`config.mk`:
```
export PLATFORM = sky130hd
export DESIGN_NAME = aes_load_ctrl
export DESIGN_NICKNAME = d
export VERILOG_FILES = /design/src/rtl/aes_load_ctrl.sv
export SDC_FILE = /design/constraint.sdc
export NUM_CORES = 1
export LEC_CHECK = 0
export CAP_MARGIN = 20
export CORE_MARGIN = 5
export CORE_UTILIZATION = 37
export DETAILED_ROUTE_END_ITERATION = 10
export PLACE_DENSITY = 0.83
export SLEW_MARGIN = 10
export SYNTH_ARGS = -nofsm -noshare
export SYNTH_HDL_FRONTEND = slang
export SYNTH_SLANG_ARGS = --single-unit
```
`constraint.sdc`:
```
create_clock -name clk -period 2.75 [get_ports clk]
set_input_delay 0.275 -clock clk [delete_from_list [all_inputs] [get_ports clk]]
set_output_delay 0.275 -clock clk [all_outputs]
set_load 0.02 [all_outputs]
```
`src/rtl/aes_load_ctrl.sv`:
```
// aes_load_ctrl: byte-serial load sequencer and block-granular arbiter for the shared AES256 deserializer
module aes_load_ctrl #(
    parameter int BLK_BYTES = 16,
    parameter int KEY_BLKS  = 2
) (
    input  logic       clk,
    input  logic       reset,
    input  logic       key_valid,
    input  logic [7:0] key_byte,
    output logic       key_ready,
    input  logic       pt_valid,
    input  logic [7:0] pt_byte,
    output logic       pt_ready,
    output logic       reg_wr_en,
    output logic [7:0] reg_byte,
    output logic       blk_valid,
    output logic       blk_is_key,
    output logic       key_half,
    input  logic       blk_ack,
    output logic       key_loaded,
    output logic       busy
);
    localparam logic [1:0] IDLE     = 2'd0;
    localparam logic [1:0] LOAD_KEY = 2'd1;
    localparam logic [1:0] LOAD_PT  = 2'd2;
    localparam logic [1:0] WAIT_ACK = 2'd3;
    localparam logic [3:0] LAST_BYTE = 4'(BLK_BYTES - 1);
    localparam logic       LAST_HALF = 1'(KEY_BLKS - 1);

    logic [1:0] state_q, state_d;
    logic [3:0] cnt_q, cnt_d;
    logic       key_half_q, key_half_d;
    logic       key_loaded_q, key_loaded_d;
    logic       is_key_q, is_key_d;
    logic       xfer;

    assign key_ready  = state_q == LOAD_KEY;
    assign pt_ready   = state_q == LOAD_PT;
    assign xfer       = (key_ready & key_valid) | (pt_ready & pt_valid);
    assign reg_wr_en  = xfer;
    assign reg_byte   = key_ready ? key_byte : pt_byte;
    assign blk_valid  = state_q == WAIT_ACK;
    assign blk_is_key = is_key_q;
    assign key_half   = key_half_q;
    assign key_loaded = key_loaded_q;
    assign busy       = state_q != IDLE;

    // Grant in IDLE (key first), count 16 writes, then hold the block until the core acks it
    always_comb begin
        state_d      = state_q;
        cnt_d        = cnt_q;
        key_half_d   = key_half_q;
        key_loaded_d = key_loaded_q;
        is_key_d     = is_key_q;
        case (state_q)
            IDLE: begin
                if (key_valid) begin
                    state_d      = LOAD_KEY;
                    key_loaded_d = 1'b0;
                    key_half_d   = 1'b0;
                    is_key_d     = 1'b1;
                end else if (pt_valid && key_loaded_q) begin
                    state_d  = LOAD_PT;
                    is_key_d = 1'b0;
                end
            end
            LOAD_KEY, LOAD_PT: begin
                if (xfer) begin
                    cnt_d = cnt_q + 4'd1;
                    if (cnt_q == LAST_BYTE) state_d = WAIT_ACK;
                end
            end
            default: begin
                if (blk_ack) begin
                    if (!is_key_q) begin
                        state_d = IDLE;
                    end else if (key_half_q != LAST_HALF) begin
                        key_half_d = key_half_q + 1'b1;
                        state_d    = LOAD_KEY;
                    end else begin
                        key_loaded_d = 1'b1;
                        key_half_d   = 1'b0;
                        is_key_d     = 1'b0;
                        state_d      = IDLE;
                    end
                end
            end
        endcase
    end

    // State registers; reset discards any partial block together with the deserializer
    always_ff @(posedge clk or posedge reset) begin
        if (reset) begin
            state_q      <= IDLE;
            cnt_q        <= 4'd0;
            key_half_q   <= 1'b0;
            key_loaded_q <= 1'b0;
            is_key_q     <= 1'b0;
        end else begin
            state_q      <= state_d;
            cnt_q        <= cnt_d;
            key_half_q   <= key_half_d;
            key_loaded_q <= key_loaded_d;
            is_key_q     <= is_key_d;
        end
    end
endmodule

```
==> key figures, run 1 <==
Synth
  – Part of the Yosys area used for sequential elements: 33.8%
  – Syn_nets: slightly above 90
  – Area contributors post-synth: dfrtp_1 (34%), mux2_2 (14%), ha_1 (13%), mux2_1 (5.1%), xnor2_1 (3.9%)
  – Yosys top cell area share: 33.8%
  – Syn avg cell area: 10.4 um^2
  – Yosys cell types: 27
  – FF+latch count, synth: 9
  – Synthesized instance count: 64
  – Cell area after synthesis: 666 um^2
  – Area leader, netlist: dfrtp_1
  – Synthesis Warnings: 0

GRT
  – Largest net degree at the start of global routing: 10
  – Initial antenna violation count: 0
  – Vias in the first global route: about 720
  – GRT Total Usage: 15.1%
  – First-pass GRT wire length: 2990 um
  – Remaining global-route overflow: 0

Finish
  – Area grow syn2layout: 60.5%
  – Filler cell count: 161
  – Layout Nets: 131
  – Share of layout cells above drive strength 1: around 13%
  – # diodes: 0

Detailed routing
  – DRT antenna net count: 0
  – Vias: 645
  – Post-DR wirelength/cell: 14.2 um
  – Pre-Repair DR Iteration Count: 4
  – Drt drc: 0
  – Drt total wl: 1800 um
  – 1st-iter DRT viols: 17
  – Vias per inst: about 5

CTS
  – Hold buffers post-CTS: 0
  – CTS sink count: 9
  – Clock slew at reported path FFs: 0.07 ns
  – Skew-Pair Late Insertion Delay: around 0.27 ns
  – CTS tree: built
  – Number of CTS-inserted buffers: 3
  – Post-CTS Setup Inserts: 0
  – # resized after CTS: 0
  – Clock Path Buffers: 2
  – Htree depth: 1
  – Root buf cell: clkbuf_4

Pwr
  – Sequential Power Share: 22.5%
  – Switching part of the total: 43.8%
  – Leak Pwr: 0.448 nW
  – Int Power: 0.669 mW
  – Pwr dens: around 1100 mW/mm^2
  – Clock Power Share: 8.9%
  – Pwr Total: 1.19 mW
  – Worst VDD drop: 0.558 mV
  – Sw Pwr: approximately 0.52 mW
  – Gate power share: 68.6%

Run
  – Max-Cap Viols: 0

Floorplan
  – # IOs: 37
  – Starting density of the core: 38.6%
  – Core area: 0.00173 mm^2
  – Die area: around 0.0027 mm^2
  – Chip width: approximately 52 um
  – Chip Height: between 50 and 60 um
  – Rows: 15

Worst setup path
  – Worst R2R Start: state_q[0]
  – Kind of critical path: flop to output port
  – Critical Path RT: ~2.5 ns
  – Crit. End Element: output port
  – Max Fanout on Critical Path: 9
  – Startpoint Class: flop
  – Crit path DAT: 2.15 ns
  – R2R setup slack: 0.68 ns
  – FF-to-FF End: state_q[0]
  – Reg2Reg Depth: 5

STA
  – Max frequency: just over 400 MHz
  – Minimum clock period: ~2.4 ns
  – Pins Over Slew Limit: 0
  – Setup TNS: 0 ns
  – RSZ-0062 raised after global routing: no
  – Skew final: slightly below 0.009 ns
  – Setup ws final: 0.329 ns
  – Worst slew pin tran: around 0.46 ns
  – Crit share post-route: 88.0%
  – Max_slew headroom: 69.5%
  – Setup-failing EPs final: 0
  – Final Hold Viols: 0

Min path
  – Worst Hold Class: primary input to asynchronous set/reset pin

Placement
  – Detailed placer's ending HPWL: 1520 um
  – PortBufs: 36
  – GPL Wtd Cong: 0.808
  – DP Worst Slack: 0.604 ns

Status
  – Status: complete, no violations
-- kinds of logic (layout without fill, tap and decap cells) --
group | after synthesis | count (layout) | share of synthesized area, %
AND/OR/NAND/NOR | 13 | 13 | 10.3
AO/OA/AOI/OAI | 12 | 12 | 13.0
multiplexers | 12 | 12 | 20.1
XOR/XNOR | 3 | 3 | 3.95
adder cells (fa/ha/maj) | 7 | 7 | 13.2
buffers and inverters | 8 | 46 | 5.64
flip-flops | 9 | 9 | 33.8
-- stage by stage --
| stage | hold slack, ns | cells | util [%] | instance area [um^2] |
|---|---|---|---|---|
| floorplan | 0.103 | 64 | - | 666 |
| global placement | 0.464 | 123 | 60.4 | 1040 |
| detailed placement | 0.480 | 123 | 60.4 | 1040 |
| CTS | 0.273 | 127 | 61.9 | 1070 |
| global route | 0.295 | 127 | 61.9 | 1070 |
| finish | 0.260 | 127 | 61.9 | 1070 |
-- Yosys cell counts --
| library cell | instances |
|---|---|
| a211oi_1 | 1 |
| and3_1 | 1 |
| a21oi_1 | 2 |
| nand3_1 | 2 |
| mux2i_1 | 1 |
| o2bb2ai_1 | 1 |
| mux2_1 | 3 |
| nand2_1 | 4 |
| a222oi_1 | 1 |
| buf_6 | 1 |
| xnor2_1 | 3 |
| mux2_2 | 8 |
| nor2_1 | 2 |
| nand2b_1 | 1 |
| inv_1 | 6 |
| o21ba_2 | 1 |
| clkbuf_1 | 1 |
| nand4_1 | 1 |
| and2b_4 | 1 |
| dfrtp_1 | 9 |
| ha_1 | 7 |
| a22oi_1 | 1 |
| nand3b_1 | 1 |
| o21ai_0 | 1 |
| o21bai_1 | 2 |
| o22ai_1 | 1 |
| a31oi_1 | 1 |
-- layout make-up --
| class | instances | area, um^2 | area share [%] |
|---|---|---|---|
| well taps | 25 | 31.3 | 2.93 |
| inverters | 6 | 22.5 | 2.11 |
| flip-flops and latches | 9 | 225 | 21.1 |
| repair buffers | 36 | 360 | 33.7 |
| clock buffers | 4 | 26.3 | 2.46 |
| multi-input cells | 47 | 403 | 37.7 |
-- sequential cells by signal, indices dropped and copies added (netlist names) --
signal / count
key_half: 1
state_q: 2
cnt_q: 4
blk_is_key: 1
key_loaded: 1
-- worst max-delay path: stages (launching register included) --
cell and delay [ns]:
dfrtp_1 0.40, inv_1 0.14, ha_1 0.40, mux2_2 0.39
clkdlybuf4s50_1 0.54
-- metal layers --
layer / global-route usage (%) / vias up / share of wire [%]
li1: - / 301 / -
met1: 13.7 / 294 / 32
met2: 26.9 / 45 / 50
met3: 6.55 / 5 / 14
met4: 10.2 / 0 / 3.1
met5: 0 / - / 0
-- power groups by stage --
| stage | sequential [mW] | combinational, mW | clock (mW) |
|---|---|---|---|
| after floorplan | 0.273 | 0.539 | 0 |
| after global placement | 0.262 | 0.800 | 0 |
| after detailed placement | 0.268 | 0.823 | 0 |
| after CTS | 0.267 | 0.828 | 0.110 |
| after global routing | 0.279 | 0.896 | 0.116 |
| final | 0.267 | 0.817 | 0.107 |
-- how the worst max path moves through the flow --
stage	from	to	slack [ns]	cells past startpoint
after floorplan	state_q[0]	state_q[0]	0.86	6
after global placement	state_q[1]	reg_byte[1]	0.66	4
after detailed placement	state_q[1]	reg_byte[1]	0.60	4
after CTS	state_q[1]	reg_byte[1]	0.31	4
after global routing	state_q[1]	reg_byte[4]	0.22	4
final	state_q[1]	reg_byte[1]	0.33	4
-- placed cells by master (no fill, tap or decap), drive strengths merged, types with 2 or more instances in the layout --
master and count:
clkdlybuf4s50 36, mux2 11, dfrtp 9, ha 7, inv 6, nand2 4, clkbuf 4, xnor2 3
nand3 2, a21oi 2, o21bai 2, nor2 2
Power figures use the tool's default switching activity.
==> inputs of run 2 (changes only) <==
--- a/config.mk
+++ b/config.mk
@@ -9,6 +9,7 @@
 export CORE_MARGIN = 5
 export CORE_UTILIZATION = 37
 export DETAILED_ROUTE_END_ITERATION = 10
+export MAX_ROUTING_LAYER = met4
 export PLACE_DENSITY = 0.83
 export SLEW_MARGIN = 10
 export SYNTH_ARGS = -nofsm -noshare
==> run 2 against run 1 <==
Global-route usage rose by 0.45 points. Via count stayed put. Non-clock buffer count did not move. Hold slack barely moved. Core utilization is the same. Total power about the same. Final cell count unchanged. Sequential share of layout area is the same. Count of clock-buffer cells in the layout is the same. Die area stayed put. First-iteration DRC count is the same. Setup slack got worse by 0.00070 ns. Critical path type unchanged. Highest routed layer unchanged.
==> key figures, run 2 (synthesis gave the netlist of run 1 again) <==
CTS
  – CTS tree: built (unchanged)
  – Skew-Pair Late Insertion Delay: 0.27 ns (about the same)
  – Root buf cell: clkbuf_4 (unchanged)
  – Clock slew at reported path FFs: 0.07 ns (about the same)
  – Htree depth: 1 (unchanged)
  – Post-CTS Setup Inserts: 0 (unchanged)
  – # resized after CTS: 0 (unchanged)
  – Clock Path Buffers: 2 (unchanged)
  – Number of CTS-inserted buffers: 3 (unchanged)
  – Hold buffers post-CTS: 0 (unchanged)
  – CTS sink count: 9 (unchanged)

STA
  – RSZ-0062 raised after global routing: no (unchanged)
  – Setup-failing EPs final: 0 (unchanged)
  – Pins Over Slew Limit: 0 (unchanged)
  – Crit share post-route: 88.0% (about the same)
  – Worst slew pin tran: 0.457 ns (unchanged)
  – Final Hold Viols: 0 (unchanged)
  – Max frequency: 413 MHz (about the same)
  – Max_slew headroom: 69.5% (unchanged)
  – Setup TNS: 0 ns (unchanged)
  – Minimum clock period: 2.42 ns (about the same)
  – Skew final: 0.00868 ns (was 0.00871 ns)

Finish
  – Max FFs per register: 4 (unchanged)
  – Largest Register: cnt_q (unchanged)
  – Commonest non-fill, non-tap cell in the layout: clkdlybuf4s50_1 (unchanged)
  – Area grow syn2layout: 60.5% (unchanged)
  – Fin area: 0.00107 mm^2 (unchanged)
  – Post-layout util: 61.9% (unchanged)
  – Final non-filler cell total: 127 (unchanged)
  – Largest regs: cnt_q (4), state_q (2) (unchanged)
  – Filler cell count: 161 (unchanged)
  – Commonest cells after routing, fill and taps aside: clkdlybuf4s50_1 (36), dfrtp_1 (9), mux2_2 (8) (unchanged)
  – # diodes: 0 (unchanged)
  – Layout Nets: 131 (unchanged)
  – Share of layout cells above drive strength 1: 12.7% (unchanged)

Worst setup path
  – FF-to-FF End: state_q[0] (unchanged)
  – Startpoint Class: flop (unchanged)
  – R2R setup slack: 0.68 ns (about the same)
  – Kind of critical path: flop to output port (unchanged)
  – Critical Path RT: 2.48 ns (about the same)
  – Crit path DAT: 2.15 ns (about the same)
  – Worst R2R Start: state_q[0] (unchanged)
  – Max Fanout on Critical Path: 9 (unchanged)
  – Reg2Reg Depth: 5 (unchanged)
  – Crit. End Element: output port (unchanged)

Placement
  – PortBufs: 36 (unchanged)
  – Placed inst area: 0.00104 mm^2 (unchanged)
  – Placed Cells: 123 (unchanged)
  – GPL Wtd Cong: 0.820 (was 0.808)
  – Detailed placer's ending HPWL: 1520 um (unchanged)

GRT
  – Initial antenna violation count: 0 (unchanged)
  – GR Layer Usage met3: 5.13% (was 6.55%)
  – Remaining global-route overflow: 0 (unchanged)
  – GRT Total Usage: 15.6% (was 15.1%)
  – Largest net degree at the start of global routing: 10 (unchanged)
  – Vias in the first global route: 717 (was 719)
  – Met1 Track Usage GR: 14.9% (was 13.7%)
  – Grt peak-use layer: met2 (unchanged)
  – M2 GR Usage: 26.7% (was 26.9%)
  – First-pass GRT wire length: 3000 um (was 2990 um)

Detailed routing
  – DRT antenna net count: 0 (unchanged)
  – 1st-iter DRT viols: 17 (unchanged)
  – Pre-Repair DR Iteration Count: 4 (unchanged)
  – Vias per inst: 5.08 (unchanged)
  – Post-DR wirelength/cell: 14.2 um (unchanged)
  – Drt drc: 0 (unchanged)
  – Drt total wl: 1800 um (unchanged)
  – Vias: 645 (unchanged)

Run
  – Max-Cap Viols: 0 (unchanged)

Floorplan
  – # IOs: 37 (unchanged)
  – Starting density of the core: 38.6% (unchanged)
  – Chip width: 52.4 um (unchanged)
  – Chip Height: 52.4 um (unchanged)
  – Die area: 0.00275 mm^2 (unchanged)
  – Core area: 0.00173 mm^2 (unchanged)
  – Rows: 15 (unchanged)

Pwr
  – Worst VDD drop: 0.559 mV (was 0.558 mV)
  – Leak Pwr: 0.448 nW (unchanged)
  – Pwr dens: 1110 mW/mm^2 (about the same)

Min path
  – Worst Hold Class: primary input to asynchronous set/reset pin (unchanged)

Status
  – Status: complete, no violations (unchanged)
## run 2: cell counts in the layout (fill, tap and decap cells not counted)
No cell type changed its count.
## run 2: layout make-up
cell class                 count  area, um^2  area share (%)
timing repair buffer          36         360            33.7
clock buffer                   4        26.3            2.46
tap                           25        31.3            2.93
sequential                     9         225            21.1
multi-input combinational     47         403            37.7
inverter                       6        22.5            2.11
## run 2: worst max-delay path by stage
stage                          start          end  slack [ns]  cells past startpoint
after detailed placement  state_q[1]  reg_byte[1]        0.60                      4
after CTS                 state_q[1]  reg_byte[1]        0.31                      4
final                     state_q[1]  reg_byte[1]        0.33                      4
after global placement    state_q[1]  reg_byte[1]        0.66                      4
after floorplan           state_q[0]   state_q[0]        0.86                      6
after global routing      state_q[1]  reg_byte[4]        0.22                      4
## run 2: routing by layer
| metal | part of all wire [%] | wire length (um) |
|---|---|---|
| met1 | 34 | 617 |
| met2 | 50 | 905 |
| met3 | 12 | 220 |
| met4 | 3.1 | 55 |
| met5 | 0 | 0 |
## run 2: per-stage QoR
stage,hold slack (ns),total power [mW],setup WS (ns)
2_1_floorplan,0.103,0.812,0.859
3_3_place_gp,0.464,1.06,0.659
3_5_place_dp,0.480,1.09,0.604
4_1_cts,0.273,1.21,0.306
5_1_grt,0.291,1.29,0.220
6_report,0.260,1.19,0.329
## run 2: power breakdown
part / switching (mW) / internal [mW]
combinational: 0.403 / 0.414
sequential: 0.0680 / 0.199
clock: 0.0503 / 0.0561
## run 2: worst max-delay path, cell delays in order, from the launching register on
cell	delay [ns]
dfrtp_1	0.40
inv_1	0.14
ha_1	0.40
mux2_2	0.39
clkdlybuf4s50_1	0.54
==> inputs of run 3 (changes only) <==
--- a/config.mk
+++ b/config.mk
@@ -8,6 +8,7 @@
 export CAP_MARGIN = 20
 export CORE_MARGIN = 5
 export CORE_UTILIZATION = 37
+export CTS_CLUSTER_DIAMETER = 120
 export DETAILED_ROUTE_END_ITERATION = 10
 export MAX_ROUTING_LAYER = met4
 export PLACE_DENSITY = 0.83
==> results of run 3 <==
Final layout, timing and power as in run 2 (identical DEF).
